### config.mk
export PLATFORM = sky130hd
export DESIGN_NAME = ltc2333_multi_reader
export DESIGN_NICKNAME = d
export VERILOG_FILES = /design/src/rtl/ltc2333_pkg.sv /design/src/rtl/ltc2333_lane_capture.sv /design/src/rtl/ltc2333_multi_reader.sv
export SDC_FILE = /design/constraint.sdc
export NUM_CORES = 1
export LEC_CHECK = 0
export ABC_AREA = 1
export CAP_MARGIN = 20
export CORE_MARGIN = 3
export CORE_UTILIZATION = 58
export CTS_BUF_LIST = sky130_fd_sc_hd__clkbuf_4
export CTS_CLUSTER_SIZE = 10
export DETAILED_ROUTE_END_ITERATION = 10
export PLACE_DENSITY = 0.85
export SLEW_MARGIN = 20
export SYNTH_ARGS = -nofsm -noshare
export SYNTH_HDL_FRONTEND = slang
export SYNTH_SLANG_ARGS = --single-unit
### constraint.sdc
create_clock -name ACLK -period 2.2 [get_ports ACLK]
set_input_delay 0.44 -clock ACLK [delete_from_list [all_inputs] [get_ports ACLK]]
set_output_delay 0.44 -clock ACLK [all_outputs]
set_load 0.01 [all_outputs]
### src/rtl/ltc2333_pkg.sv
// Shared definitions for the LTC2333 multi-lane reader: readout FSM state
// encoding, default parameter values and the drain timeout length.
package ltc2333_pkg;

    localparam int LTC_NUM_LANES   = 8;
    localparam int LTC_FRAME_BITS  = 24;
    localparam int LTC_CONV_CYCLES = 64;
    localparam int LTC_SCK_HALF    = 2;

    // Width of the general-purpose phase/conversion/drain counter.
    localparam int LTC_CNT_W = 16;

    typedef enum logic [1:0] {
        ST_IDLE  = 2'd0,
        ST_CONV  = 2'd1,
        ST_SHIFT = 2'd2,
        ST_DRAIN = 2'd3
    } state_e;

    // Drain window: long enough for the last echoed scko edge to cross the
    // two-flop synchroniser with a comfortable margin.
    function automatic int ltc_timeout_cycles(input int sck_half);
        return 4 * sck_half + 8;
    endfunction

endpackage

### src/rtl/ltc2333_lane_capture.sv
// One LTC2333 readout lane: synchronises the echoed scko and sdo into the
// ACLK domain, detects scko rising edges and shifts sdo in MSB-first until a
// full frame has been collected.
module ltc2333_lane_capture
    import ltc2333_pkg::*;
#(
    parameter int FRAME_BITS = LTC_FRAME_BITS
) (
    input  logic                  clk,
    input  logic                  rst_n,
    input  logic                  clear,
    input  logic                  scko,
    input  logic                  sdo,
    output logic [FRAME_BITS-1:0] data,
    output logic                  done
);

    localparam int BIT_W = $clog2(FRAME_BITS + 1);

    logic [1:0]            scko_sync_q, scko_sync_d;
    logic [1:0]            sdo_sync_q,  sdo_sync_d;
    logic                  scko_prev_q, scko_prev_d;
    logic [FRAME_BITS-1:0] shift_q,     shift_d;
    logic [BIT_W-1:0]      bit_cnt_q,   bit_cnt_d;
    logic                  scko_rise;

    // scko and sdo use identical sync depth so the sampled bit stays aligned
    // with the detected edge.
    assign scko_rise = scko_sync_q[1] & ~scko_prev_q;
    assign done      = (bit_cnt_q == BIT_W'(FRAME_BITS));
    assign data      = shift_q;

    // Next-state: sync chains, edge history, shift register and bit count.
    always_comb begin
        // NOTE: every combinational output is given a default first, so no
        // path leaves it unassigned and no latch is inferred.
        // NOTE: combinational logic uses blocking '='; only the always_ff
        // below uses non-blocking '<='.
        scko_sync_d = {scko_sync_q[0], scko};
        sdo_sync_d  = {sdo_sync_q[0], sdo};
        scko_prev_d = scko_sync_q[1];
        shift_d     = shift_q;
        bit_cnt_d   = bit_cnt_q;
        if (clear) begin
            shift_d   = '0;
            bit_cnt_d = '0;
        end else if (scko_rise && !done) begin
            shift_d   = {shift_q[FRAME_BITS-2:0], sdo_sync_q[1]};
            bit_cnt_d = bit_cnt_q + BIT_W'(1);
        end
    end

    // Lane state registers.
    always_ff @(posedge clk or negedge rst_n) begin
        if (!rst_n) begin
            scko_sync_q <= '0;
            sdo_sync_q  <= '0;
            scko_prev_q <= 1'b0;
            // NOTE: the data shift register is reset as well as the control
            // bits, since its contents are visible on m_data after a frame.
            shift_q     <= '0;
            bit_cnt_q   <= '0;
        end else begin
            scko_sync_q <= scko_sync_d;
            sdo_sync_q  <= sdo_sync_d;
            scko_prev_q <= scko_prev_d;
            shift_q     <= shift_d;
            bit_cnt_q   <= bit_cnt_d;
        end
    end

endmodule

### src/rtl/ltc2333_multi_reader.sv
// Parallel reader for NUM_LANES LTC2333 ADCs sharing cnv/scki/sdi. One
// conversion: pulse cnv, wait CONV_CYCLES, clock out FRAME_BITS of cfg_word
// on sdi while each lane captures its echoed frame, then publish all lanes
// on a valid/ready stream. Frames that arrive while the previous result is
// still unaccepted are dropped and counted in ovf_cnt.
// Build option: define LTC_READOUT_TIMEOUT_EN to bound the drain wait; lanes
// that have not delivered a full frame by then are flagged in lane_err and
// their field is zeroed.
module ltc2333_multi_reader
    import ltc2333_pkg::*;
#(
    parameter int NUM_LANES   = LTC_NUM_LANES,
    parameter int FRAME_BITS  = LTC_FRAME_BITS,
    parameter int CONV_CYCLES = LTC_CONV_CYCLES,
    parameter int SCK_HALF    = LTC_SCK_HALF
) (
    input  logic                            ACLK,
    input  logic                            ARESETn,
    input  logic                            start,
    input  logic                            continuous,
    input  logic [FRAME_BITS-1:0]           cfg_word,
    output logic                            cnv,
    output logic                            scki,
    output logic                            sdi,
    input  logic [NUM_LANES-1:0]            scko,
    input  logic [NUM_LANES-1:0]            sdo,
    output logic                            m_valid,
    input  logic                            m_ready,
    output logic [NUM_LANES*FRAME_BITS-1:0] m_data,
    output logic                            busy,
    output logic [NUM_LANES-1:0]            lane_err,
    output logic [15:0]                     ovf_cnt
);

    localparam int CNT_W = LTC_CNT_W;
    localparam int BIT_W = $clog2(FRAME_BITS + 1);
`ifdef LTC_READOUT_TIMEOUT_EN
    localparam int TIMEOUT_CYCLES = ltc_timeout_cycles(SCK_HALF);
`endif

    state_e                         state_q, state_d;
    logic [CNT_W-1:0]               cnt_q, cnt_d;
    logic [BIT_W-1:0]               bit_cnt_q, bit_cnt_d;
    logic [FRAME_BITS-1:0]          cfg_q, cfg_d;
    logic                           cnv_q, cnv_d;
    logic                           scki_q, scki_d;
    logic                           sdi_q, sdi_d;
    logic                           m_valid_q, m_valid_d;
    logic [NUM_LANES*FRAME_BITS-1:0] m_data_q, m_data_d;
    logic [15:0]                    ovf_q, ovf_d;

    logic                                  lane_clear;
    logic                                  frame_done;
    logic                                  all_done;
    logic [NUM_LANES-1:0]                  lane_done;
    logic [NUM_LANES-1:0][FRAME_BITS-1:0]  lane_data;
    logic [NUM_LANES-1:0][FRAME_BITS-1:0]  frame_data;

    for (genvar g = 0; g < NUM_LANES; g++) begin : g_lane
        ltc2333_lane_capture #(
            .FRAME_BITS (FRAME_BITS)
        ) u_lane (
            .clk   (ACLK),
            .rst_n (ARESETn),
            .clear (lane_clear),
            .scko  (scko[g]),
            .sdo   (sdo[g]),
            .data  (lane_data[g]),
            .done  (lane_done[g])
        );
    end

    assign all_done = &lane_done;
    assign cnv      = cnv_q;
    assign scki     = scki_q;
    assign sdi      = sdi_q;
    assign m_valid  = m_valid_q;
    assign m_data   = m_data_q;
    assign ovf_cnt  = ovf_q;
    assign busy     = (state_q != ST_IDLE);

    // Readout sequencer: trigger, conversion wait, scki/sdi generation, drain.
    always_comb begin
        state_d    = state_q;
        cnt_d      = cnt_q;
        bit_cnt_d  = bit_cnt_q;
        cfg_d      = cfg_q;
        cnv_d      = 1'b0;
        scki_d     = scki_q;
        sdi_d      = sdi_q;
        lane_clear = 1'b0;
        frame_done = 1'b0;
        unique case (state_q)
            ST_IDLE: begin
                // start is only looked at here, so a start while busy is lost.
                if (start || continuous) begin
                    cfg_d      = cfg_word;
                    cnv_d      = 1'b1;
                    lane_clear = 1'b1;
                    cnt_d      = '0;
                    state_d    = ST_CONV;
                end
            end
            ST_CONV: begin
                if (cnt_q == CNT_W'(CONV_CYCLES - 1)) begin
                    // Present the MSB a full low phase before the first edge.
                    cnt_d     = '0;
                    bit_cnt_d = '0;
                    scki_d    = 1'b0;
                    sdi_d     = cfg_q[FRAME_BITS-1];
                    state_d   = ST_SHIFT;
                end else begin
                    cnt_d = cnt_q + CNT_W'(1);
                end
            end
            ST_SHIFT: begin
                if (cnt_q == CNT_W'(SCK_HALF - 1)) begin
                    cnt_d  = '0;
                    scki_d = ~scki_q;
                    if (scki_q) begin
                        // Falling edge: advance sdi, or end after the last pulse.
                        cfg_d = {cfg_q[FRAME_BITS-2:0], 1'b0};
                        if (bit_cnt_q == BIT_W'(FRAME_BITS - 1)) begin
                            sdi_d   = 1'b0;
                            state_d = ST_DRAIN;
                        end else begin
                            sdi_d     = cfg_q[FRAME_BITS-2];
                            bit_cnt_d = bit_cnt_q + BIT_W'(1);
                        end
                    end
                end else begin
                    cnt_d = cnt_q + CNT_W'(1);
                end
            end
            ST_DRAIN: begin
`ifdef LTC_READOUT_TIMEOUT_EN
                if (all_done || (cnt_q == CNT_W'(TIMEOUT_CYCLES - 1))) begin
                    frame_done = 1'b1;
                    cnt_d      = '0;
                    state_d    = ST_IDLE;
                end else begin
                    cnt_d = cnt_q + CNT_W'(1);
                end
`else
                if (all_done) begin
                    frame_done = 1'b1;
                    state_d    = ST_IDLE;
                end
`endif
            end
            default: state_d = ST_IDLE;
        endcase
    end

    // Assemble the published frame; lane 0 lands in the LSBs.
    always_comb begin
        frame_data = '0;
        for (int i = 0; i < NUM_LANES; i++) begin
`ifdef LTC_READOUT_TIMEOUT_EN
            frame_data[i] = lane_done[i] ? lane_data[i] : '0;
`else
            frame_data[i] = lane_data[i];
`endif
        end
    end

    // Output stream: load when free or being accepted this cycle, else drop.
    always_comb begin
        m_valid_d = m_valid_q;
        m_data_d  = m_data_q;
        ovf_d     = ovf_q;
        if (frame_done) begin
            if (!m_valid_q || m_ready) begin
                m_valid_d = 1'b1;
                m_data_d  = frame_data;
            end else if (ovf_q != 16'hFFFF) begin
                ovf_d = ovf_q + 16'd1;
            end
        end else if (m_valid_q && m_ready) begin
            m_valid_d = 1'b0;
        end
    end

    // FSM state register.
    always_ff @(posedge ACLK or negedge ARESETn) begin
        if (!ARESETn) begin
            state_q <= ST_IDLE;
        end else begin
            state_q <= state_d;
        end
    end

    // Sequencer counters, ADC control lines and output stream registers.
    always_ff @(posedge ACLK or negedge ARESETn) begin
        if (!ARESETn) begin
            cnt_q     <= '0;
            bit_cnt_q <= '0;
            cfg_q     <= '0;
            cnv_q     <= 1'b0;
            scki_q    <= 1'b0;
            sdi_q     <= 1'b0;
            m_valid_q <= 1'b0;
            m_data_q  <= '0;
            ovf_q     <= '0;
        end else begin
            cnt_q     <= cnt_d;
            bit_cnt_q <= bit_cnt_d;
            cfg_q     <= cfg_d;
            cnv_q     <= cnv_d;
            scki_q    <= scki_d;
            sdi_q     <= sdi_d;
            m_valid_q <= m_valid_d;
            m_data_q  <= m_data_d;
            ovf_q     <= ovf_d;
        end
    end

`ifdef LTC_READOUT_TIMEOUT_EN
    logic [NUM_LANES-1:0] lane_err_q, lane_err_d;

    // Sticky per-lane error: set for every lane missing at frame completion.
    always_comb begin
        lane_err_d = lane_err_q;
        if (frame_done) begin
            lane_err_d = lane_err_q | ~lane_done;
        end
    end

    // Lane error register.
    always_ff @(posedge ACLK or negedge ARESETn) begin
        if (!ARESETn) begin
            lane_err_q <= '0;
        end else begin
            lane_err_q <= lane_err_d;
        end
    end

    assign lane_err = lane_err_q;
`else
    assign lane_err = '0;
`endif

endmodule
# Word-level counts from Yosys, hierarchy flattened
# Index checks and enable logic that the tools add are counted.
dict set report word_totals {
  input_bits 45
  elab_cells 213
  register_bits 531
  output_inout_bits 221
}
dict set report classes {
  n_eq_ne 23
  n_reduce_logical 44
  add_sub_neg 11
  muxes 67
  bitwise_logic 18
}
# op count
set op_table {}
lappend op_table {{2-to-1 mux 24 bit} 19}
lappend op_table {{2-to-1 mux 5 bit} 20}
lappend op_table {{2-to-1 mux 16 bit} 3}
lappend op_table {{one-hot mux 16 bit (3 select lines)} 1}
lappend op_table {{one-hot mux 24 bit (2 select lines)} 1}
lappend op_table {{adder 5 x 1 -> 5 bit (second input constant)} 9}
lappend op_table {{equality test 5 bit (second input constant)} 9}
lappend op_table {{adder 16 x 1 -> 16 bit (second input constant)} 2}
lappend op_table {{nonzero test 2 bit} 12}
lappend op_table {{equality test 16 x 1 -> 1 bit (second input constant)} 1}
lappend op_table {{equality test 16 x 6 -> 1 bit (second input constant)} 1}
lappend op_table {{!= test 16 bit (second input constant)} 1}
lappend op_table {{!= test 2 bit (second input constant)} 7}
lappend op_table {{2-to-1 mux 1 bit} 13}
lappend op_table {{2-to-1 mux 2 bit} 6}
lappend op_table {{NOT 1 bit} 10}
lappend op_table {{one-hot mux 5 bit (2 select lines)} 1}
lappend op_table {{logical AND 1 bit} 9}
lappend op_table {{zero test 1 bit} 9}
lappend op_table {{AND 1 bit} 8}
lappend op_table {{one-hot mux 2 bit (4 select lines)} 1}
lappend op_table {{AND reduction 4 bit} 2}
lappend op_table {{AND reduction 8 bit} 1}
lappend op_table {{AND reduction 2 bit} 3}
lappend op_table {{10 further kinds} 14}

# Depth between registers and ports, before layout
dict set report depth {
  depth_word 6
  ltp_mapped 13
  mapped_depth_nobuf 11
}

# By module
# A second synthesis with hierarchy kept.
dict set report unflattened {
  cells_unflattened 2673
  area_unflattened_um2 23585.1
}
# module n_inst area_per_inst_um2 cells_per_inst
set by_module_without_submodules {}
lappend by_module_without_submodules {ltc2333_lane_capture 8 1495.2 159}
lappend by_module_without_submodules {ltc2333_multi_reader 1 11623.6 1401}

# Least setup slack after synthesis
# Ideal clock, no wire load.
dict set report synth_timing {
  kind {flip-flop to flip-flop}
  start {register state_q[0]}
  end {register g_lane[3].u_lane.shift_q[1]}
  required_ps 2066
  path_stages_with_launch 11
  n_path_buf 3
  period_less_slack_ps 1853
  arrival_time_ps 1719
  path_slack_ps 347
  cell_sequence {dfrtp_1 -> inv_1 -> ha_1 -> inv_1 -> a21oi_2 -> inv_2 -> buf_2 -> buf_2 -> buf_2 -> nand3_1 -> o31ai_1}
}
dict set report synth_via {
  elab_chain_cells 3
  elab_cells_between_ends 4
}
# element line
set synth_lines {}
lappend synth_lines {{start: declaration} ltc2333_multi_reader.sv:41} ;# state_e state_q, state_d;
lappend synth_lines {{start signal: assignment} ltc2333_multi_reader.sv:189} ;# state_q <= state_d;
lappend synth_lines {{zero test 2 bit (*)} ltc2333_multi_reader.sv:93} ;# unique case (state_q)
lappend synth_lines {{2-to-1 mux 1 bit (*)} ltc2333_multi_reader.sv:93}
lappend synth_lines {{2-to-1 mux 24 bit or nonzero test 2 bit (tied branches)} --}
lappend synth_lines {{end signal: assignment} ltc2333_lane_capture.sv:67} ;# shift_q <= shift_d;
lappend synth_lines {{end: declaration} ltc2333_lane_capture.sv:23} ;# logic [FRAME_BITS-1:0] shift_q, shift_d;
# Every way passes the cells marked *; elsewhere a longest branch is shown, timed or not.
# A chain may end at the register's enable or synchronous reset.

# Final worst setup path
dict set report layout_timing {
  start {register m_data_q[108] (netlist: m_data[108])}
  end {output m_data[108]}
}
# element line
set layout_lines {}
lappend layout_lines {{start: declaration} ltc2333_multi_reader.sv:49} ;# logic [NUM_LANES*FRAME_BITS-1:0] m_data_q, m_data_d;
lappend layout_lines {{start signal: assignment} ltc2333_multi_reader.sv:213} ;# m_data_q <= m_data_d;
lappend layout_lines {{end: declaration} ltc2333_multi_reader.sv:29} ;# output logic [NUM_LANES*FRAME_BITS-1:0] m_data,
# No word-level cell between the ends.

==> impl_metrics.yaml <==
clocking:
  cts_num_sinks: 531
  root_buffer: "clkbuf_4"
  cts_made_buffers: 139
  clk_pin_slew_ns: 0.06
  clockBufferDepth: 3
  htreeDepth: 4
  cts_tree: "built"
  clk-insertion-delay-late_ns: 0.81
critical_path:
  cp_data_arrival_time_ns: 1.67
  cp-start-kind: "flip-flop"
  worstPathRequired_ns: 1.76
  crit_path_max_incr_delay_ns: 0.54
  crit_slowest_cell: "clkdlybuf4s50_1"
  crit_family: "buffers and inverters"
  critPathCaptureType: "primary output"
  crit_path_max_fanout: 2
  path_cells: "clkdlybuf4s50_1"
  path_class: "flip-flop to primary output"
  critPathBufInv: 1
timing:
  slew_violations: 0
  timing.final.hold_violations: 0
  setup_violations: 0
  tightest_slew_ns: 0.5439
  fin_skew_ns: 0.03762
  holdWs_ns: 0.1002
  slew_headroom: 0.6374
  fin_crit_sh: 0.9583
  finalCriticalPeriod_ns: 2.108
  fmax_mhz: 474.3
placed_design:
  placed_cell_area_um2: 25600
  dpl.hpwl_um: 34440
  dp.cells: 3119
  gp_congestion: 0.8881
  port_buffers: 257
die:
  die_h_um: 202.2
  coreArea_um2: 37760
  ioPinCount: 266
  initial_core_util: 0.5912
  die_w_um: 202.2
  die_area_um2: 40870
  rows: 71
synthesis:
  avgSynthCellArea_um2: 9.129
  synth_area_um2: 22320
  ys_warn_count: 0
  syn_inst: 2445
  synth_ff_type: "dfrtp_1"
  synth-edff-count: 0
  seq_area_frac_synth: 0.5953
  synth_async_sr_flop_share: 1.000
  synth_cell_types: 32
  ys_ff_latch: 531
drt:
  wire_per_inst_um: 16.14
  wl_um: 54540
  vias_per_cell: 5.502
  antenna_left: 0
  drt_iter0_drc: 1565
  first_pass_iters: 5
  num_vias: 18590
  drc: 0
grt:
  grt_usage: 0.2650
  grt_overflow_total: 0
  grt_first_pass_wirelength_um: 90310
  grt_max_degree: 98
  grt_pass1_vias: 18600
  antenna_found_initial: 3
finish:
  final_area_um2: 27450
  final_cells: 3379
  layout-drive-gt1-share: 0.1200
  nNetsFinal: 2846
  fill_cells: 2797
  final_util: 0.7269
  syn2layout_area_growth_pct: 22.96
power_and_ir_drop:
  powerDensity_nw_per_um2: 891.6
  finalPower_mw: 24.47
  ir_drop_v: 0.001142
  p_leak_nw: 14.34
min_path:
  hp-class: "input port to flip-flop"
status:
  status: "finished, final reports clean"
run:
  timing.max_cap.violations: 0
registers in the layout (all words and copies together), names as in the netlist, 2 cells and up:
name,flops
g_lane.u_lane.sdo_sync_q,16
cnt_q,16
g_lane.u_lane.bit_cnt_q,40
g_lane.u_lane.data,192
cfg_q,24
m_data,192
ovf_cnt,16
bit_cnt_q,5
state_q,2
g_lane.u_lane.scko_prev_q,8
g_lane.u_lane.scko_sync_q,16
final timing paths:
check / start / to / slack (ns) / depth (start not counted)
setup / recovery: m_data[108] / m_data[108] / 0.09 / 1
hold / removal: sdo[1] / g_lane[1].u_lane.sdo_sync_q[0] / 0.10 / 1
setup reg to reg: g_lane[5].u_lane.bit_cnt_q[1] / ovf_cnt[10] / 0.12 / 13
hold reg to reg: g_lane[7].u_lane.scko_sync_q[0] / g_lane[7].u_lane.scko_sync_q[1] / 0.33 / 0
max in group asynchronous: ARESETn / cfg_q[0] / 1.23 / 3
min in group asynchronous: ARESETn / m_data[83] / 0.18 / 2
cell usage after synthesis, types with 6 or more instances:
master / instances / share of area
a21oi_1: 13 / 0.0029
buf_1: 10 / 0.0017
buf_2: 49 / 0.011
buf_4: 11 / 0.0037
buf_6: 12 / 0.0061
clkbuf_1: 82 / 0.014
dfrtp_1: 531 / 0.60
ha_1: 25 / 0.014
inv_1: 201 / 0.034
inv_2: 6 / 0.0010
nand2_1: 592 / 0.10
nand3_1: 431 / 0.097
nand4_1: 29 / 0.0081
nor2_1: 96 / 0.016
nor3_1: 21 / 0.0047
o21ai_0: 200 / 0.045
o31ai_1: 96 / 0.032
xnor2_1: 6 / 0.0024
xor2_1: 14 / 0.0055
per-layer routing:
metal | share of wire | vias up | GRT usage | routed length, um
met2 | 0.49 | 696 | 0.4241 | 26530
met1 | 0.42 | 9013 | 0.3539 | 22680
met4 | 0.028 | 4 | 0.1086 | 1537
met3 | 0.069 | 109 | 0.06201 | 3763
li1 | - | 8768 | - | -
met5 | 0.00051 | - | 0 | 28
metrics by stage:
stage / setup TNS, ns / setup WS [ns]
finish: 0 / 0.09178
global route: -0.2527 / -0.02921
floorplan: 0 / 0.3471
detailed placement: -0.002887 / -0.002887
global placement: 0 / 0.04004
CTS: 0 / 0.0007444
power by group:
part / switching, mW / internal, mW
logic: 3.37 / 1.50
registers: 0.453 / 10.5
clock network: 3.94 / 4.69
total: 7.76 / 16.7
worst register-to-register path, delay by kind of cell (launching register included):
family,cells,cell delay [ns]
buffers and inverters,3,0.47
adders and majority gates,1,0.16
DFF,1,0.41
and+or+nand+nor,9,0.89
cells by family after synthesis:
| logic type | count (synthesis) | synth area share |
|---|---|---|
| AND/OR/NAND/NOR | 1181 | 0.2289 |
| adder cells (fa/ha/maj) | 25 | 0.01401 |
| AO/OA/AOI/OAI | 315 | 0.08207 |
| XOR/XNOR | 20 | 0.007848 |
| other | 1 | 0.0001680 |
| buffers and inverters | 372 | 0.07170 |
| flip-flops | 531 | 0.5953 |
cells in the final DEF (no fill, tap or decap), drive strengths merged, types with 5 or more instances in the layout:
cell type / count
dlymetal6s2s: 7
nor3: 21
xor2: 14
nand2: 596
o31ai: 96
inv: 212
ha: 25
bufinv: 5
a21oi: 14
dfrtp: 531
dlygate4sd3: 6
clkbuf: 199
buf: 85
clkinv: 22
xnor2: 6
clkdlybuf4s50: 55
nor2: 100
conb: 8
dlygate4sd2: 193
o21ai: 200
nand4: 30
nand3: 431
repair_timing:
action | 4_1_cts | 5_1_grt
pin swaps | 1 | 6
gates resized for setup | 205 | 30
hold buffers | 6 | 0
hold endpoints to repair | 527 | 0
setup endpoints to repair | 240 | 206
gates cloned | 0 | 3
setup buffers | 12 | 6
final cells by class:
cell class              instances  area [um^2]  share of cell area
flip-flops and latches        531        13300              0.4844
clock inverters                35        275.3             0.01003
repair buffers                348         3406              0.1241
diodes                          1        2.502          0.00009118
multi-input cells            1549         7559              0.2754
well taps                     511        639.4             0.02330
clock buffers                 197         1479             0.05389
inverters                     207        789.5             0.02877
No activity file was read; power rests on OpenSTA's default activity.
